### src/rtl/seq_pattern_gen.sv
// Serial pattern generator: shifts a captured MSB-first bit pattern out as
// back-to-back frames, for a fixed frame count or continuously until stopped.
module seq_pattern_gen #(
  parameter int MAX_LEN = 8
) (
  input  logic               clk,
  input  logic               reset,
  input  logic               start,
  input  logic [MAX_LEN-1:0] pattern,
  input  logic [3:0]         len,
  input  logic [3:0]         repeat_cnt,
  input  logic               stop,
  output logic               out_bit,
  output logic               out_valid,
  output logic               frame_start,
  output logic               busy,
  output logic               done,
  output logic               err
);

  localparam logic [1:0] S_IDLE  = 2'd0;
  localparam logic [1:0] S_SHIFT = 2'd1;
  localparam logic [1:0] S_DONE  = 2'd2;
  localparam logic [4:0] LEN_LIMIT = 5'(MAX_LEN);

  logic [1:0]  state_q, state_d;
  logic [15:0] pat_q, pat_d;
  logic [3:0]  len_q, len_d;
  logic [3:0]  rep_q, rep_d;
  logic [3:0]  idx_q, idx_d;
  logic [3:0]  frame_cnt_q, frame_cnt_d;
  logic        stop_q, stop_d;
  logic        out_bit_q, out_bit_d;
  logic        out_valid_q, out_valid_d;
  logic        frame_start_q, frame_start_d;
  logic        busy_q, busy_d;
  logic        done_q, done_d;
  logic        err_q, err_d;

  logic [15:0] pattern_ext;
  logic        len_ok;
  logic        last_frame;

  // Zero-extend so a 4-bit index always addresses the pattern exactly.
  always_comb begin
    pattern_ext = '0;
    pattern_ext[MAX_LEN-1:0] = pattern;
  end

  assign len_ok = (len != 4'd0) && ({1'b0, len} <= LEN_LIMIT);

  // The counter may wrap in continuous mode; rep_q==0 keeps it from ending a run.
  assign last_frame = stop_q || stop ||
                      ((rep_q != 4'd0) && ((frame_cnt_q + 4'd1) == rep_q));

  always_comb begin
    state_d       = state_q;
    pat_d         = pat_q;
    len_d         = len_q;
    rep_d         = rep_q;
    idx_d         = idx_q;
    frame_cnt_d   = frame_cnt_q;
    stop_d        = stop_q;
    out_bit_d     = 1'b0;
    out_valid_d   = 1'b0;
    frame_start_d = 1'b0;
    busy_d        = 1'b0;
    done_d        = 1'b0;
    err_d         = 1'b0;

    case (state_q)
      S_IDLE: begin
        stop_d      = 1'b0;
        frame_cnt_d = 4'd0;
        if (start) begin
          if (len_ok) begin
            pat_d         = pattern_ext;
            len_d         = len;
            rep_d         = repeat_cnt;
            idx_d         = len - 4'd1;
            out_bit_d     = pattern_ext[len - 4'd1];
            out_valid_d   = 1'b1;
            frame_start_d = 1'b1;
            busy_d        = 1'b1;
            state_d       = S_SHIFT;
          end else begin
            err_d = 1'b1;
          end
        end
      end

      S_SHIFT: begin
        stop_d      = stop_q || stop;
        out_valid_d = 1'b1;
        busy_d      = 1'b1;
        if (idx_q == 4'd0) begin
          if (last_frame) begin
            out_valid_d = 1'b0;
            busy_d      = 1'b0;
            done_d      = 1'b1;
            stop_d      = 1'b0;
            state_d     = S_DONE;
          end else begin
            frame_cnt_d   = frame_cnt_q + 4'd1;
            idx_d         = len_q - 4'd1;
            out_bit_d     = pat_q[len_q - 4'd1];
            frame_start_d = 1'b1;
          end
        end else begin
          idx_d     = idx_q - 4'd1;
          out_bit_d = pat_q[idx_q - 4'd1];
        end
      end

      S_DONE: begin
        stop_d  = 1'b0;
        state_d = S_IDLE;
      end

      default: begin
        state_d = S_IDLE;
      end
    endcase
  end

  always_ff @(posedge clk) begin
    if (!reset) begin
      state_q       <= S_IDLE;
      pat_q         <= '0;
      len_q         <= '0;
      rep_q         <= '0;
      idx_q         <= '0;
      frame_cnt_q   <= '0;
      stop_q        <= 1'b0;
      out_bit_q     <= 1'b0;
      out_valid_q   <= 1'b0;
      frame_start_q <= 1'b0;
      busy_q        <= 1'b0;
      done_q        <= 1'b0;
      err_q         <= 1'b0;
    end else begin
      state_q       <= state_d;
      pat_q         <= pat_d;
      len_q         <= len_d;
      rep_q         <= rep_d;
      idx_q         <= idx_d;
      frame_cnt_q   <= frame_cnt_d;
      stop_q        <= stop_d;
      out_bit_q     <= out_bit_d;
      out_valid_q   <= out_valid_d;
      frame_start_q <= frame_start_d;
      busy_q        <= busy_d;
      done_q        <= done_d;
      err_q         <= err_d;
    end
  end

  assign out_bit     = out_bit_q;
  assign out_valid   = out_valid_q;
  assign frame_start = frame_start_q;
  assign busy        = busy_q;
  assign done        = done_q;
  assign err         = err_q;

endmodule

### config.mk
export PLATFORM = sky130hd
export DESIGN_NAME = seq_pattern_gen
export DESIGN_NICKNAME = d
export VERILOG_FILES = /design/src/rtl/seq_pattern_gen.sv
export SDC_FILE = /design/constraint.sdc
export NUM_CORES = 1
export LEC_CHECK = 0
export ABC_CLOCK_PERIOD_IN_PS = 2500
export CAP_MARGIN = 30
export CORE_MARGIN = 3
export CORE_UTILIZATION = 54
export DETAILED_ROUTE_END_ITERATION = 10
export HOLD_SLACK_MARGIN = 0.1
export PLACE_DENSITY_LB_ADDON = 0.2
export SLEW_MARGIN = 10
export SYNTH_ARGS = -nofsm -noshare
export SYNTH_HDL_FRONTEND = slang
export SYNTH_SLANG_ARGS = --single-unit
### constraint.sdc
create_clock -name clk -period 2.5 [get_ports clk]
set_input_delay 0.25 -clock clk [delete_from_list [all_inputs] [get_ports clk]]
set_output_delay 0.25 -clock clk [all_outputs]
set_load 0.005 [all_outputs]
* Word-level counts from Yosys, hierarchy flattened
Cells that the tools add are included.
** Cells by class
- Add/sub/neg operators :: 4
- Multiply operators :: 0
- Divide/modulo/power cells :: 0
- Magnitude comparators :: 4
- Equality and inequality tests :: 9
- Shift-type cells :: 0
- Muxes and demuxes :: 36
- Bitwise gates (word level) :: 0
- Reductions and logical operators :: 17
** Operators by type and width (count)
- 4-bit two-way mux :: 6
- 1-bit two-way mux :: 16
- 4-bit one-hot mux with 2 select lines :: 2
- 4-bit by 5-bit less-than comparator with 1-bit output (second input constant) :: 3
- 1-bit binary-select mux with 4-bit select :: 3
- 3-bit AND reduction :: 4
- 4-bit by 1-bit subtractor with 4-bit output (second input constant) :: 3
- 2-bit != test (second input constant) :: 5
- 2-bit two-way mux :: 4
- 1-bit one-hot mux with 2 select lines :: 4
- 4-bit AND reduction :: 2
- 4-bit nonzero test :: 2
- 4-bit by 1-bit adder with 4-bit output (second input constant) :: 1
- 4-bit equality test :: 1
- 4-bit <= comparator (second input constant) :: 1
- 4-bit zero test :: 1
- 2-bit one-hot mux with 2 select lines :: 1
- 2-bit nonzero test :: 2
- 3-bit != test (second input constant) :: 1
- 2-bit by 1-bit equality test with 1-bit output (second input constant) :: 1
- 2-bit equality test (second input constant) :: 1
- 1-bit logical AND :: 2
- 2-bit zero test :: 1
- 1-bit logical OR :: 2
- 2-bit OR reduction :: 1
** Word-level totals
- Flip-flop bits (word level) :: 32
- Latch bits :: 0
- RAM bits :: 0
- Memory bits (read-only) :: 0
- Bits of input ports :: 20
- Output and inout port bits :: 6
- Logic and storage cells :: 82
- Memories kept :: 0

* Depth between registers and ports, before layout
- Depth in word-level cells :: 7
- Depth in mapped cells :: 9
- Mapped depth without buffers :: 7

* Least setup slack after synthesis
Ideal clock, no wire load.
- Path type :: flip-flop to flip-flop
- Start :: reg len_q[0]
- End :: reg out_bit_q, in the netlist out_bit
- Library setup time :: 122 ps
- Arrival time :: 1748 ps
- Required time :: 2378 ps
- Path slack :: 630 ps
- Cell stages (with the launch flop) :: 8
- Buffers on the path :: 0
- Period minus slack after synthesis :: 1870 ps
- Cell sequence :: dfxtp_1 inv_1 ha_1 mux4_1 mux2_2 and3_4 a311oi_2 nor4_1
** On the way
- Word-level cells in the longest chain between the ends :: 6
** RTL lines
- from (decl) :: line 28 : logic [3:0] len_q, len_d;
- from (signal assigned) :: line 144 : len_q <= len_d;
- 4-bit by 1-bit subtractor with 4-bit output :: line 106 : out_bit_d = pat_q[len_q - 4'd1];
- 1-bit binary-select mux with 4-bit select :: line 106
- 1-bit two-way mux (implied by the code) :: line 106
- 1-bit two-way mux :: line 97 : if (last_frame) begin
- 1-bit two-way mux :: line 96 : if (idx_q == 4'd0) begin
- 1-bit one-hot mux with 2 select lines :: line 71 : case (state_q)
- to (signal assigned) :: line 149 : out_bit_q <= out_bit_d;
- to (decl) :: line 33 : logic out_bit_q, out_bit_d;
No other way between the ends. The select of a mux whose other input is x is not followed.
A chain may end at the register's enable or synchronous reset.

* Worst setup path in the final report
- Start :: reg frame_cnt_q[0]
- End :: reg idx_q[3]
** On the way
- Word-level cells in the longest chain between the ends :: 6
** RTL lines
- from (decl) :: line 31 : logic [3:0] frame_cnt_q, frame_cnt_d;
- from (signal assigned) :: line 147 : frame_cnt_q <= frame_cnt_d;
- 4-bit by 1-bit adder with 4-bit output :: line 54 : ((rep_q != 4'd0) && ((frame_cnt_q + 4'd1) == rep_q));
- 4-bit equality test :: line 54
- 1-bit logical AND :: line 54
- 1-bit logical OR :: line 53 : assign last_frame = stop_q || stop ||
- 3-bit != test (no line)
- 4-bit AND reduction (no line)
- to (signal assigned) :: line 146 : idx_q <= idx_d;
- to (decl) :: line 30 : logic [3:0] idx_q, idx_d;
No other way between the ends.

==> results.txt <==
Hold Path Depth - 3
FF+latch count, synth - 32
Grt total ovfl - 0
Global-route wire length before repair - 7.29 mm
N_diodes - 0
Fmax - 429 MHz
Worst Setup End Kind - register
Max-Cap Viols - 0
Worst-Skew Late Latency - 0.35 ns
Yosys cell types - 44
Antenna violations before repair - 0
Layout Nets - 264
Post-CTS sizing - 0
H-tree levels - 2
Reg2reg setup slack - 0.17 ns
Final Max Tran Viols - 0
Reg clk slew, reported paths - 0.10 ns
Area grow syn2layout - 20.2%
CTS buffer count - 5
Vias - 1634
Fraction of registers with async set or reset after synthesis - 0
Syn Inst Count - 214
Pin count of the biggest net entering global routing - 17
CTS Buffer Depth - 2
Dpl ws - 0.105 ns
Post-synthesis cell area - 0.00183 sq mm
Core area - 0.00315 sq mm
Relative slew slack - 0.537
PortBufs - 25
Syn_nets - 238
Number of synthesized flops with an enable pin - 0
Final worst setup slack - 0.170 ns
Area fraction of the dominant cell type after synthesis - 0.350
Die ar. - 0.00412 sq mm
Sequential power share - 0.431
GR Util All Layers - 0.229
RSZ-0062 raised after global routing - no
CTS Root Buffer Type - clkbuf_4
Drt first-iter violations - 97
Final Cycle Share - 0.932
Pleak - 0.843 nW
Int Power - 0.952 mW
Drt total wl - 4.30 mm
Worst-margin pin slew - 0.694 ns
HPWL after DPL - 3.23 mm
CP startpoint kind - register
Comb pwr share - 0.287
Tmin final - 2.33 ns
Cts hold-fix bufs - 0
Routed wire per std cell - 15.1 microns
Total power - 1.38 mW
Number of global-route vias before repair - 1592
Vias per cell - 5.73
Critical path class - register to register
Worst R2R Path Depth - 6
Outcome - finished, final reports clean
Die X-Extent - 64.2 microns
# IOs - 26
Cell taking the most area after synthesis - dfxtp_1
Final setup violation count - 0
CTS tree - done
Area contributors post-synth - dfxtp_1 35%, nand2_1 9.2%, a21oi_1 5.5%
Max VDD drop - 0.344 mV
Worst Path Max Fanout - 13
Share of cells above drive strength 1 - 0.112
Required @ worst endpoint - 2.77 ns
Clock power frac - 0.283
Synthesized area per cell - 8.55 sq um
Sequential fraction of the synthesis area - 0.350
Yosys warnings - 0
Detail Route Antenna Nets - 0
Pwr dens - 627 mW/mm^2
Final TNS setup - 0 ns
Die extent in y - 64.2 microns
Switching share of power - 0.310
Sw power - 0.427 mW
Worst EP arrival - 2.60 ns
# clock sinks - 32
Initial Util - 0.580
Main synth FF type - dfxtp_1
Final hold vios - 0
Setup Fix Bufs, Post-CTS - 0
Placer Congestion - 0.842
Number of remaining DRC errors - 0
Row cnt - 20
First-pass DRT Iterations - 4
Clk_skew - 0.00712 ns
Worst Hold Class - primary input to register
[cells in the final DEF (no fill, tap or decap), drive strengths merged, types with 3 or more instances in the layout]
master	n
a211oi	3
o21ai	4
nor2	10
xnor2	5
nand3	7
nor4	3
and3	4
nand2	45
dfxtp	32
inv	8
mux4	6
clkdlybuf4s50	25
mux2i	7
nor2b	5
nor3	5
a21oi	20
ha	4
xor2	6
and2	3
clkbuf	6
buf	6
[state kept, by name, summed over array words and instances (netlist names)]
name,flops
done,1
state_q,2
frame_cnt_q,4
frame_start,1
rep_q,4
busy,1
stop_q,1
err,1
out_bit,1
idx_q,4
pat_q,8
len_q,4
[power by group through the flow]
stage	Clock (mW)	Combinational, mW	Sequential, mW
global placement	0	0.384	0.601
finish	0.390	0.396	0.594
detailed placement	0	0.391	0.606
global route	0.419	0.433	0.600
CTS	0.394	0.396	0.594
floorplan	0	0.278	0.583
[kinds of logic (layout without fill, tap and decap cells)]
| kind of cell | Yosys count | after routing | share of synthesized area |
|---|---|---|---|
| flops | 32 | 32 | 0.350 |
| xor+xnor | 11 | 11 | 0.0527 |
| simple gates | 89 | 89 | 0.229 |
| compound gates | 44 | 44 | 0.170 |
| buf+inv | 20 | 47 | 0.0479 |
| mux | 14 | 14 | 0.122 |
| fa+ha+maj | 4 | 4 | 0.0274 |
[stage by stage]
stage	std cells	utilization	instance area [sq um]	hold slack [ns]
after detailed placement	277	0.673	2120	0.465
after global routing	285	0.697	2200	0.459
after floorplan	214	-	1830	0.385
final	285	0.697	2200	0.440
after global placement	277	0.673	2120	0.454
after CTS	285	0.697	2200	0.435
[final cells by class]
| class | count | area [sq um] |
|---|---|---|
| tap | 44 | 55.1 |
| clock inverter | 2 | 35.0 |
| inverter | 8 | 30.0 |
| fill | 269 | 955 |
| clock buffer | 6 | 41.3 |
| multi-input combinational | 162 | 1100 |
| timing repair buffer | 31 | 295 |
| sequential | 32 | 641 |
[cells in the mapped netlist, types with 2 or more instances]
cell type and count:
a21oi_1 20, ha_1 4, nand2b_1 2, buf_4 2
and3_1 3, dfxtp_1 32, nor4_1 3, nand2_1 45
buf_2 3, clkbuf_1 6, o211ai_1 2, mux4_1 2
a31oi_1 2, xnor2_1 5, a2111oi_0 2, nor2b_1 5
nand3_1 7, nor2_1 10, and2_1 3, a21o_1 2
o21ai_0 4, mux2i_1 7, nor3_1 5, xor2_1 6
mux4_2 4, a211oi_1 3, inv_1 8
[worst max-delay path, stage by stage, from the launching register on]
cell and delay, ns:
dfxtp_1 0.38, ha_1 0.27, xor2_1 0.17, nor3_1 0.21
o2111ai_2 0.42, a311oi_4 0.57, mux2i_1 0.24
[metal layers]
| metal | routed length [microns] | track usage |
|---|---|---|
| met1 | 1810 | 0.276 |
| met2 | 2020 | 0.377 |
| met3 | 384 | 0.0668 |
| met4 | 84 | 0.0976 |
| met5 | 0 | 0 |
[final timing paths]
path	to	from
worst max register to register	idx_q[3]	frame_cnt_q[0]
worst min register to register	pat_q[7]	pat_q[7]
worst min-delay path	rep_q[1]	repeat_cnt[1]
worst max-delay path	idx_q[3]	frame_cnt_q[0]
(Power assumes the default switching activity.)
